===== config.mk =====
export PLATFORM = sky130hd
export DESIGN_NAME = batalha_naval_board
export DESIGN_NICKNAME = d
export VERILOG_FILES = /design/src/rtl/batalha_naval_pkg.sv /design/src/rtl/board_scan_mux.sv /design/src/rtl/batalha_naval_board.sv
export SDC_FILE = /design/constraint.sdc
export NUM_CORES = 1
export LEC_CHECK = 0
export BUFFER_PORTS_ARGS = -buffer_cell sky130_fd_sc_hd__buf_2
export CELL_PAD_IN_SITES_DETAIL_PLACEMENT = 1
export CELL_PAD_IN_SITES_GLOBAL_PLACEMENT = 2
export CORE_UTILIZATION = 37
export CTS_CLUSTER_SIZE = 10
export DETAILED_ROUTE_END_ITERATION = 10
export PLACE_DENSITY = 0.88
export SYNTH_ARGS = -nofsm -noshare
export SYNTH_HDL_FRONTEND = slang
export SYNTH_SLANG_ARGS = --single-unit

===== constraint.sdc =====
create_clock -name clk -period 4.6 [get_ports clk]
set_input_delay 0.69 -clock clk [delete_from_list [all_inputs] [get_ports clk]]
set_output_delay 0.69 -clock clk [all_outputs]
set_load 0.01 [all_outputs]

===== src/rtl/batalha_naval_pkg.sv =====
// ---------------------------------------------------------------------------
// batalha_naval_pkg
// Shared types and encodings for the battleship board controller.
//   state_t      : FSM states of batalha_naval_board
//   MODE_*       : encodings of the 2-bit mode input
//   RGB_*        : encodings of the 2-bit rgb_output result
// ---------------------------------------------------------------------------
package batalha_naval_pkg;

   typedef enum logic [1:0] {
      IDLE  = 2'd0,
      ARMED = 2'd1,
      CHECK = 2'd2,
      OVER  = 2'd3
   } state_t;

   localparam logic [1:0] MODE_IDLE   = 2'b00;
   localparam logic [1:0] MODE_PLACE  = 2'b01;
   localparam logic [1:0] MODE_ATTACK = 2'b10;
   localparam logic [1:0] MODE_REVEAL = 2'b11;

   localparam logic [1:0] RGB_NONE   = 2'b00;
   localparam logic [1:0] RGB_MISS   = 2'b01;
   localparam logic [1:0] RGB_HIT    = 2'b10;
   localparam logic [1:0] RGB_REPEAT = 2'b11;

endpackage


===== src/rtl/board_scan_mux.sv =====
// ---------------------------------------------------------------------------
// board_scan_mux
// Column-scanned LED matrix driver for the battleship board.
//   clk, clr     : system clock, async active-high reset
//   scan_tick    : advances the column counter (wraps COLS-1 -> 0)
//   mode         : selects what is shown (none / ships / attack / reveal)
//   ship_map     : ship layout, bit r*COLS+c is cell (r,c)
//   atk_map      : attacked cells, same indexing
//   m_col        : one-hot active-high column drive
//   m_line       : active-low line drive for the selected column
// ---------------------------------------------------------------------------
module board_scan_mux
   import batalha_naval_pkg::*;
#(
   parameter int ROWS = 7,
   parameter int COLS = 5
) (
   input  logic                 clk,
   input  logic                 clr,
   input  logic                 scan_tick,
   input  logic [1:0]           mode,
   input  logic [ROWS*COLS-1:0] ship_map,
   input  logic [ROWS*COLS-1:0] atk_map,
   output logic [COLS-1:0]      m_col,
   output logic [ROWS-1:0]      m_line
);

   localparam int CCW = (COLS > 1) ? $clog2(COLS) : 1;

   logic [CCW-1:0] r_col_cnt;
   logic           r_blink;

   // r_blink toggles once per full column sweep; misses flash at that rate.
   always_ff @(posedge clk or posedge clr) begin
      if (clr) begin
         r_col_cnt <= '0;
         r_blink   <= 1'b0;
      end else if (scan_tick) begin
         if (r_col_cnt == CCW'(COLS - 1)) begin
            r_col_cnt <= '0;
            r_blink   <= ~r_blink;
         end else begin
            r_col_cnt <= r_col_cnt + CCW'(1);
         end
      end
   end

   logic [ROWS-1:0] w_ship_col;
   logic [ROWS-1:0] w_atk_col;
   logic [ROWS-1:0] w_lit;

   always_comb begin
      m_col      = '0;
      w_ship_col = '0;
      w_atk_col  = '0;
      for (int c = 0; c < COLS; c++) begin
         if (r_col_cnt == CCW'(c)) begin
            m_col[c] = 1'b1;
            for (int r = 0; r < ROWS; r++) begin
               w_ship_col[r] = ship_map[r*COLS + c];
               w_atk_col[r]  = atk_map[r*COLS + c];
            end
         end
      end
   end

   always_comb begin
      w_lit = '0;
      case (mode)
         MODE_PLACE:  w_lit = w_ship_col;
         MODE_ATTACK: w_lit = (w_atk_col & w_ship_col)
                            | (w_atk_col & ~w_ship_col & {ROWS{r_blink}});
         MODE_REVEAL: w_lit = w_ship_col | w_atk_col;
         default:     w_lit = '0;
      endcase
   end

   assign m_line = ~w_lit;

endmodule


===== src/rtl/batalha_naval_board.sv =====
// ---------------------------------------------------------------------------
// batalha_naval_board
// Battleship game board: holds the ship layout and attack map, judges shots,
// counts hits/shots and drives a column-scanned LED matrix.
//   clk, clr        : system clock, async active-high reset
//   mode            : 00 idle, 01 place, 10 attack, 11 reveal
//   load_map        : pulse, captures ship_map (mode 01) and starts a game
//   ship_map        : ship layout, bit r*COLS+c is cell (r,c)
//   fire            : pulse, attack at (row_sel, col_sel) (mode 10)
//   scan_tick       : display column-advance strobe
//   m_col, m_line   : matrix drive (one-hot high columns, active-low lines)
//   rgb_output      : last result 00 none, 01 miss, 10 hit, 11 repeat/invalid
//   hits, shots     : distinct hit cells, accepted shots
//   game_over       : high while in OVER
//
// state | meaning
// IDLE  | no game loaded (or loaded map had no ships)
// ARMED | game running, waiting for a shot
// CHECK | judging the latched shot coordinates
// OVER  | all ships sunk or shot budget spent
// ---------------------------------------------------------------------------
module batalha_naval_board
   import batalha_naval_pkg::*;
#(
   parameter int ROWS      = 7,
   parameter int COLS      = 5,
   parameter int MAX_SHOTS = 35
) (
   input  logic                              clk,
   input  logic                              clr,
   input  logic [1:0]                        mode,
   input  logic                              load_map,
   input  logic [ROWS*COLS-1:0]              ship_map,
   input  logic                              fire,
   input  logic [$clog2(ROWS)-1:0]           row_sel,
   input  logic [$clog2(COLS)-1:0]           col_sel,
   input  logic                              scan_tick,
   output logic [COLS-1:0]                   m_col,
   output logic [ROWS-1:0]                   m_line,
   output logic [1:0]                        rgb_output,
   output logic [$clog2(ROWS*COLS+1)-1:0]    hits,
   output logic [$clog2(MAX_SHOTS+1)-1:0]    shots,
   output logic                              game_over
);

   localparam int NC  = ROWS * COLS;
   localparam int RSW = $clog2(ROWS);
   localparam int CSW = $clog2(COLS);
   localparam int HW  = $clog2(NC + 1);
   localparam int SW  = $clog2(MAX_SHOTS + 1);
   localparam int IW  = (NC > 1) ? $clog2(NC) : 1;

   function automatic logic [HW-1:0] popcount(input logic [NC-1:0] v);
      logic [HW-1:0] s;
      s = '0;
      for (int i = 0; i < NC; i++) begin
         s = s + HW'(v[i]);
      end
      return s;
   endfunction

   state_t          r_state;
   logic [NC-1:0]   r_ship;
   logic [NC-1:0]   r_atk;
   logic [HW-1:0]   r_hits;
   logic [HW-1:0]   r_ships;
   logic [SW-1:0]   r_shots;
   logic [1:0]      r_rgb;
   logic [RSW-1:0]  r_row;
   logic [CSW-1:0]  r_col;

   logic            w_load;
   logic            w_fire;
   logic [HW-1:0]   w_ships_in;
   logic            w_valid;
   logic [IW-1:0]   w_idx;
   logic            w_is_ship;
   logic            w_is_repeat;
   logic [HW-1:0]   w_hits_nxt;
   logic [SW-1:0]   w_shots_nxt;
   logic            w_end;

   assign w_load     = load_map && (mode == MODE_PLACE);
   assign w_fire     = fire && (mode == MODE_ATTACK);
   assign w_ships_in = popcount(ship_map);

   // Coordinates are latched at the fire edge and judged one edge later, so
   // the result lands on the second edge after fire.
   assign w_valid     = (int'(r_row) < ROWS) && (int'(r_col) < COLS);
   assign w_idx       = IW'(int'(r_row) * COLS + int'(r_col));
   assign w_is_ship   = w_valid && r_ship[w_idx];
   assign w_is_repeat = w_valid && r_atk[w_idx];

   // Saturating increments; distinct cells bound hits, OVER bounds shots.
   assign w_hits_nxt  = !w_is_ship ? r_hits :
                        (r_hits == HW'(NC)) ? r_hits : r_hits + HW'(1);
   assign w_shots_nxt = (r_shots == SW'(MAX_SHOTS)) ? r_shots : r_shots + SW'(1);

   assign w_end = ((r_ships != '0) && (w_hits_nxt == r_ships))
                || (w_shots_nxt == SW'(MAX_SHOTS));

   always_ff @(posedge clk or posedge clr) begin
      if (clr) begin
         r_state <= IDLE;
         r_ship  <= '0;
         r_atk   <= '0;
         r_hits  <= '0;
         r_ships <= '0;
         r_shots <= '0;
         r_rgb   <= RGB_NONE;
         r_row   <= '0;
         r_col   <= '0;
      end else if (w_load) begin
         // A load restarts the game from any state and outranks a fire.
         r_ship  <= ship_map;
         r_atk   <= '0;
         r_hits  <= '0;
         r_shots <= '0;
         r_ships <= w_ships_in;
         r_state <= (w_ships_in != '0) ? ARMED : IDLE;
      end else begin
         case (r_state)
            ARMED: begin
               if (w_fire) begin
                  r_row   <= row_sel;
                  r_col   <= col_sel;
                  r_state <= CHECK;
               end
            end
            CHECK: begin
               if (!w_valid || w_is_repeat) begin
                  r_rgb   <= RGB_REPEAT;
                  r_state <= ARMED;
               end else begin
                  r_atk[w_idx] <= 1'b1;
                  r_shots      <= w_shots_nxt;
                  r_hits       <= w_hits_nxt;
                  r_rgb        <= w_is_ship ? RGB_HIT : RGB_MISS;
                  r_state      <= w_end ? OVER : ARMED;
               end
            end
            default: r_state <= r_state;
         endcase
      end
   end

   assign rgb_output = r_rgb;
   assign hits       = r_hits;
   assign shots      = r_shots;
   assign game_over  = (r_state == OVER);

   board_scan_mux #(
      .ROWS (ROWS),
      .COLS (COLS)
   ) u_scan (
      .clk       (clk),
      .clr       (clr),
      .scan_tick (scan_tick),
      .mode      (mode),
      .ship_map  (r_ship),
      .atk_map   (r_atk),
      .m_col     (m_col),
      .m_line    (m_line)
   );

endmodule


; ---- Yosys cells after proc, flatten, opt, wreduce, memory -nomap -nowiden
; Index checks and enable logic that the tools add are counted.
[classes]
bitwise = 10
multipliers = 1
order_cmp = 4
mux = 43
n_reduce_logical = 20
addsub = 38
n_eq_ne = 16
[op_table]
columns = op, n
row1 = 6-bit by 1-bit adder with 6-bit output, 29
row2 = 35-bit two-way mux, 3
row3 = 7-bit two-way mux, 10
row4 = 6-bit two-way mux, 9
row5 = 35-bit OR, 1
row6 = 7-bit AND, 3
row7 = 7-bit case mux with 3 select lines, 1
row8 = 6-bit equality test (second input constant), 3
row9 = 7-bit inverter, 2
row10 = 7-bit OR, 2
row11 = 6-bit by 1-bit adder with 6-bit output (second input constant), 2
row12 = 1-bit binary-select mux with 6-bit select, 2
row13 = 2-bit two-way mux, 6
row14 = 6-bit nonzero test, 2
row15 = 1-bit two-way mux, 9
row16 = 2-bit equality test (second input constant), 4
row17 = 2-bit AND reduction, 4
row18 = 1-bit logical AND, 7
row19 = 6-bit by 7-bit < comparator with 1-bit output (second input constant), 1
row20 = 5-bit by 1-bit adder with 6-bit output, 1
row21 = 6-bit by 3-bit adder with 6-bit output, 1
row22 = 1-bit demux with 6-bit select, 1
row23 = 3-bit by 2-bit equality test with 1-bit output (second input constant), 2
row24 = 6-bit equality test, 1
row25 = other kinds (22), 26
[totals]
wordCells = 143
inputBits = 48
output_inout_bits = 27
reg_bits = 102

; ---- Longest topological paths before layout
[depth]
ltp_word = 37
mapped_depth = 19
ltp_nobuf = 19

; ---- Cells and area by module
; Synthesis repeated with hierarchy kept, for this count alone.
[hier_totals]
hier_cells = 785
area_unflattened_um2 = 7224.4
[modules_own_cells]
columns = mod, n_inst, area_each_um2, seq_area_each_um2, cells_each
row1 = batalha_naval_board, 1, 5998.3, 2452.4, 627
row2 = board_scan_mux, 1, 1226.2, 100.1, 158

; ---- Worst setup path after synthesis
; No wires, ideal clock.
[synth_timing]
kind = input -> register
startpoint = in ship_map[17]
endpoint = reg r_state[0]
n_path_buf = 0
stages = 16
required_time_ns = 4.464
setup_time_ns = 0.136
arrival_ns = 4.923
slack_ns = -0.459
cell_sequence = fa_1 inv_1 fa_1 inv_1 fa_1 inv_1 fa_1 fa_1 fa_1 fa_1 inv_1 fa_1 a21o_1 a21oi_1 xor2_1 a32oi_1
[synth_between]
elab_chain_len = 21
[synth_rtl]
columns = element, line_no
row1 = "start, declared", batalha_naval_board.sv:33  ; input logic [ROWS*COLS-1:0] ship_map,
row2 = 6-bit by 1-bit adder with 6-bit output (18 in series), batalha_naval_board.sv:57  ; s = s + HW'(v[i]);
row3 = 6-bit nonzero test, batalha_naval_board.sv:120  ; r_state <= (w_ships_in != '0) ? ARMED : IDLE;
row4 = 1-bit two-way mux, batalha_naval_board.sv:120
row5 = 2-bit two-way mux, batalha_naval_board.sv:113  ; end else if (w_load) begin
row6 = "end signal, assigned", batalha_naval_board.sv:120
row7 = "end signal, assigned", batalha_naval_board.sv:139  ; r_state <= w_end ? OVER : ARMED;
row8 = "end signal, assigned", batalha_naval_board.sv:142  ; default: r_state <= r_state;
row9 = "end, declared", batalha_naval_board.sv:62  ; state_t r_state;
; Every way passes these cells.
; A chain may end at the register's enable or synchronous reset.

; ---- Worst setup path after layout
; Same ends and word-level chain as after synthesis.

==> results.tsv <==
metric	value	unit
vias	6126	
Finish-stage setup viols	5	
Hold Vio Cnt, Final	0	
fin worst setup slack	-351.7	ps
WP data required	4810	ps
NetSw	0.003564	W
Seq cells post-synth	102	
Reg area	0.002552	mm^2
Vias/cell	5.625	
pre-CTS setup slack	-811.8	ps
sequential area share after synthesis	0.3666	
R2R Path Start	r_row[0]	
Power Density	879.1	mW/mm^2
delay-heaviest family, CP	adder cells	
DR DRC count	1	
Pleak	3.800	nW
Tcrit/Tclk final	1.076	
combinational power share	0.719	
fmax	0.2019	GHz
nets	954	
final instance area	0.008120	mm^2
clock skew after layout	15.87	ps
Yosys warnings	0	
clock network power share	0.117	
H-tree levels	3	
area leader, netlist	dfrtp_1	
I/O pin cnt	75	
Inserted Diodes	0	
outcome	complete, but fails checks	
Max IR drop VDD	529.4	uV
top-count cell post-synth	nand2_1	
Synth Cell Area	0.006962	mm^2
grt ovf	0	
final RePlAce weighted congestion	0.8283	
Post-synth top cells	129 x nand2_1, 102 x dfrtp_1, 69 x inv_1	
Worst Tran Pin Value	1163	ps
initial DRC count	425	
CP max stage delay	520	ps
vias in the first global route	6358	
Die ar.	0.01937	mm^2
crit path kind	input port to register	
multi-input logic area	0.003995	mm^2
Die Ht	139.2	um
antenna viol nets, final	0	
Overall Global Routing Usage	0.2401	
Pwr Total	0.007139	W
post-synthesis cell type count	71	
fill count	2120	
R2R Setup Slk	380	ps
FF-to-FF path depth	13	
die extent in x	139.2	um
Seq pwr share	0.164	
Sw Ratio	0.4992	
Slew headroom	0.2244	
largest net degree at the start of global routing	57	
initial antenna violation count	0	
clock root buffer	clkbuf_16	
first-pass GRT wire length	35610	um
placed cell areas	0.007776	mm^2
failing checks	design-rule violations, negative setup slack	
Internal Pwr Total	0.003575	W
Post-synth EDFFs	0	
WP buf/inv	5	
Synth top area share	0.3666	
post-layout util	0.4460	
worst-path cell chain	buf_6 > fa_1 > inv_1 > fa_1 > inv_1 > fa_1 > inv_1 > fa_1 > fa_1 > fa_1 > fa_2 > inv_2 > fa_2 > a21o_1 > a21oi_2 > xor2_1 > a32oi_1	
fin crit period	4952	ps
total of max-cap violations	0	
CP dominant cell by count	fa_1	
startpoint types	input port	
Routed Wire Length	21740	um
core footprint	0.01821	mm^2
# rows	49	
WP depth	17	
crit-path max FO	2	
clk_lat worst skew	380	ps
R2R Path End	r_atk[33]	
ys flop type	dfrtp_1	
CTS tree	built	
asr flop ratio synth	1.000	
Post-Syn Nets	864	
crit path max-delay cell type	fa_1	
arrival time worst endpoint	5160	ps
CTS Buffer Depth	2	
Mapped Cells	765	
crit end category	register	
hpwl dp	16230	um
Slew Limit Fails	0	
number of port buffers	74	
wire per inst	19.96	um
Reg clk slew, reported paths	90	ps
unrepaired setup endpoints after global routing	yes	
Worst Hold Class	input port to asynchronous set/reset pin	
Synth area leaders	dfrtp_1 37%, fa_1 8.1%, nand2_1 7.0%	
area delta synth->final	16.64	%
setup TNS	-1065	ps
share of cells above drive strength 1	0.2198	
Num Clock Sinks	102	
drt pass-1 iters	8	
syn_area_per_cell	9.100	um^2
total CTS buffers	9	
initial core utilization	0.3823	
how the worst max path moves through the flow:
stage / startpoint / end / slack, ps
after floorplan: ship_map[17] / r_state[0] / -390
after global placement: ship_map[3] / r_state[0] / -690
after detailed placement: ship_map[3] / r_state[0] / -810
after CTS: ship_map[17] / r_state[0] / -330
after global routing: ship_map[17] / r_state[0] / -550
final: ship_map[17] / r_state[0] / -350
cell families (layout without fill, tap and decap cells):
family,after synthesis,in the layout,share of synthesized area
mux,30,30,0.06524
compound gates,175,175,0.1718
xor+xnor,17,17,0.02355
fa+ha+maj,51,51,0.1219
simple gates,281,281,0.1869
flops,102,102,0.3666
buf+inv,109,204,0.06398
worst register-to-register path: stages, from the launching register on:
cell and delay (ps):
dfrtp_1 420, ha_1 310, ha_1 310, inv_1 70
fa_1 670, mux2_2 370, a221oi_1 300, o221ai_1 250
o311ai_4 150, a21oi_2 160, nor2_4 250, nand3_1 300
nor2_1 380, a32o_1 220
per-layer routing:
metal  track usage  wire length (um)  vias up
li1              -                 -     2849
met1        0.3106              9424     3074
met2        0.4014             10740      161
met3       0.04420              1012       42
met4       0.08713               566        0
met5             0                 0        -
final cells by class:
type | count | area share
inverter | 69 | 0.03220
multi-input combinational | 554 | 0.4920
timing repair buffer | 119 | 0.08798
clock buffer | 9 | 0.02773
sequential | 102 | 0.3143
clock inverter | 7 | 0.01048
tap | 229 | 0.03529
power groups by stage:
| stage | Sequential [W] | Combinational [W] | Clock [W] |
|---|---|---|---|
| 3_5_place_dp | 0.00119 | 0.00494 | 0 |
| 5_1_grt | 0.00120 | 0.00560 | 0.000883 |
| 6_report | 0.00117 | 0.00513 | 0.000837 |
| 4_1_cts | 0.00117 | 0.00509 | 0.000853 |
| 2_1_floorplan | 0.00114 | 0.00334 | 0 |
| 3_3_place_gp | 0.00119 | 0.00478 | 0 |
per-stage QoR:
stage | hold WS, ps | cells
after floorplan | 460.1 | 765
after global placement | 481.3 | 1072
after detailed placement | 489.5 | 1072
after CTS | 381.0 | 1089
after global routing | 406.2 | 1089
final | 364.1 | 1089
flip-flops by register name (all words and copies together) (netlist names), 3 cells and up:
name,flops
hits,6
r_atk,35
r_col,3
r_row,3
r_ship,35
r_ships,6
shots,6
u_scan.r_col_cnt,3
cells in the final DEF, fill, tap and decap left out, types with 7 or more instances in the layout:
cell type | netlist | layout
a21oi_1 | 24 | 23
a221oi_1 | 17 | 17
a32o_1 | 10 | 10
buf_2 | 8 | 73
buf_4 | 3 | 45
clkbuf_16 | 0 | 9
dfrtp_1 | 102 | 102
fa_1 | 28 | 23
ha_1 | 23 | 23
inv_1 | 69 | 61
inv_2 | 0 | 7
mux2_2 | 9 | 9
mux2i_1 | 9 | 9
mux4_2 | 11 | 11
nand2_1 | 129 | 129
nand2b_1 | 12 | 12
nand3_1 | 17 | 17
nand4_1 | 8 | 8
nor2_1 | 66 | 66
nor2b_1 | 7 | 7
nor3_1 | 11 | 11
o211ai_1 | 8 | 8
o21ai_0 | 66 | 64
o311ai_0 | 7 | 7
xor2_1 | 7 | 7
repair_timing:
action,4_1_cts,5_1_grt
hold buffers,0,0
buffers inserted,1,0
endpoints found under the setup margin,6,6
pin swaps,3,0
resized for setup,11,0
Note: power is estimated with default switching activity, not from simulation.
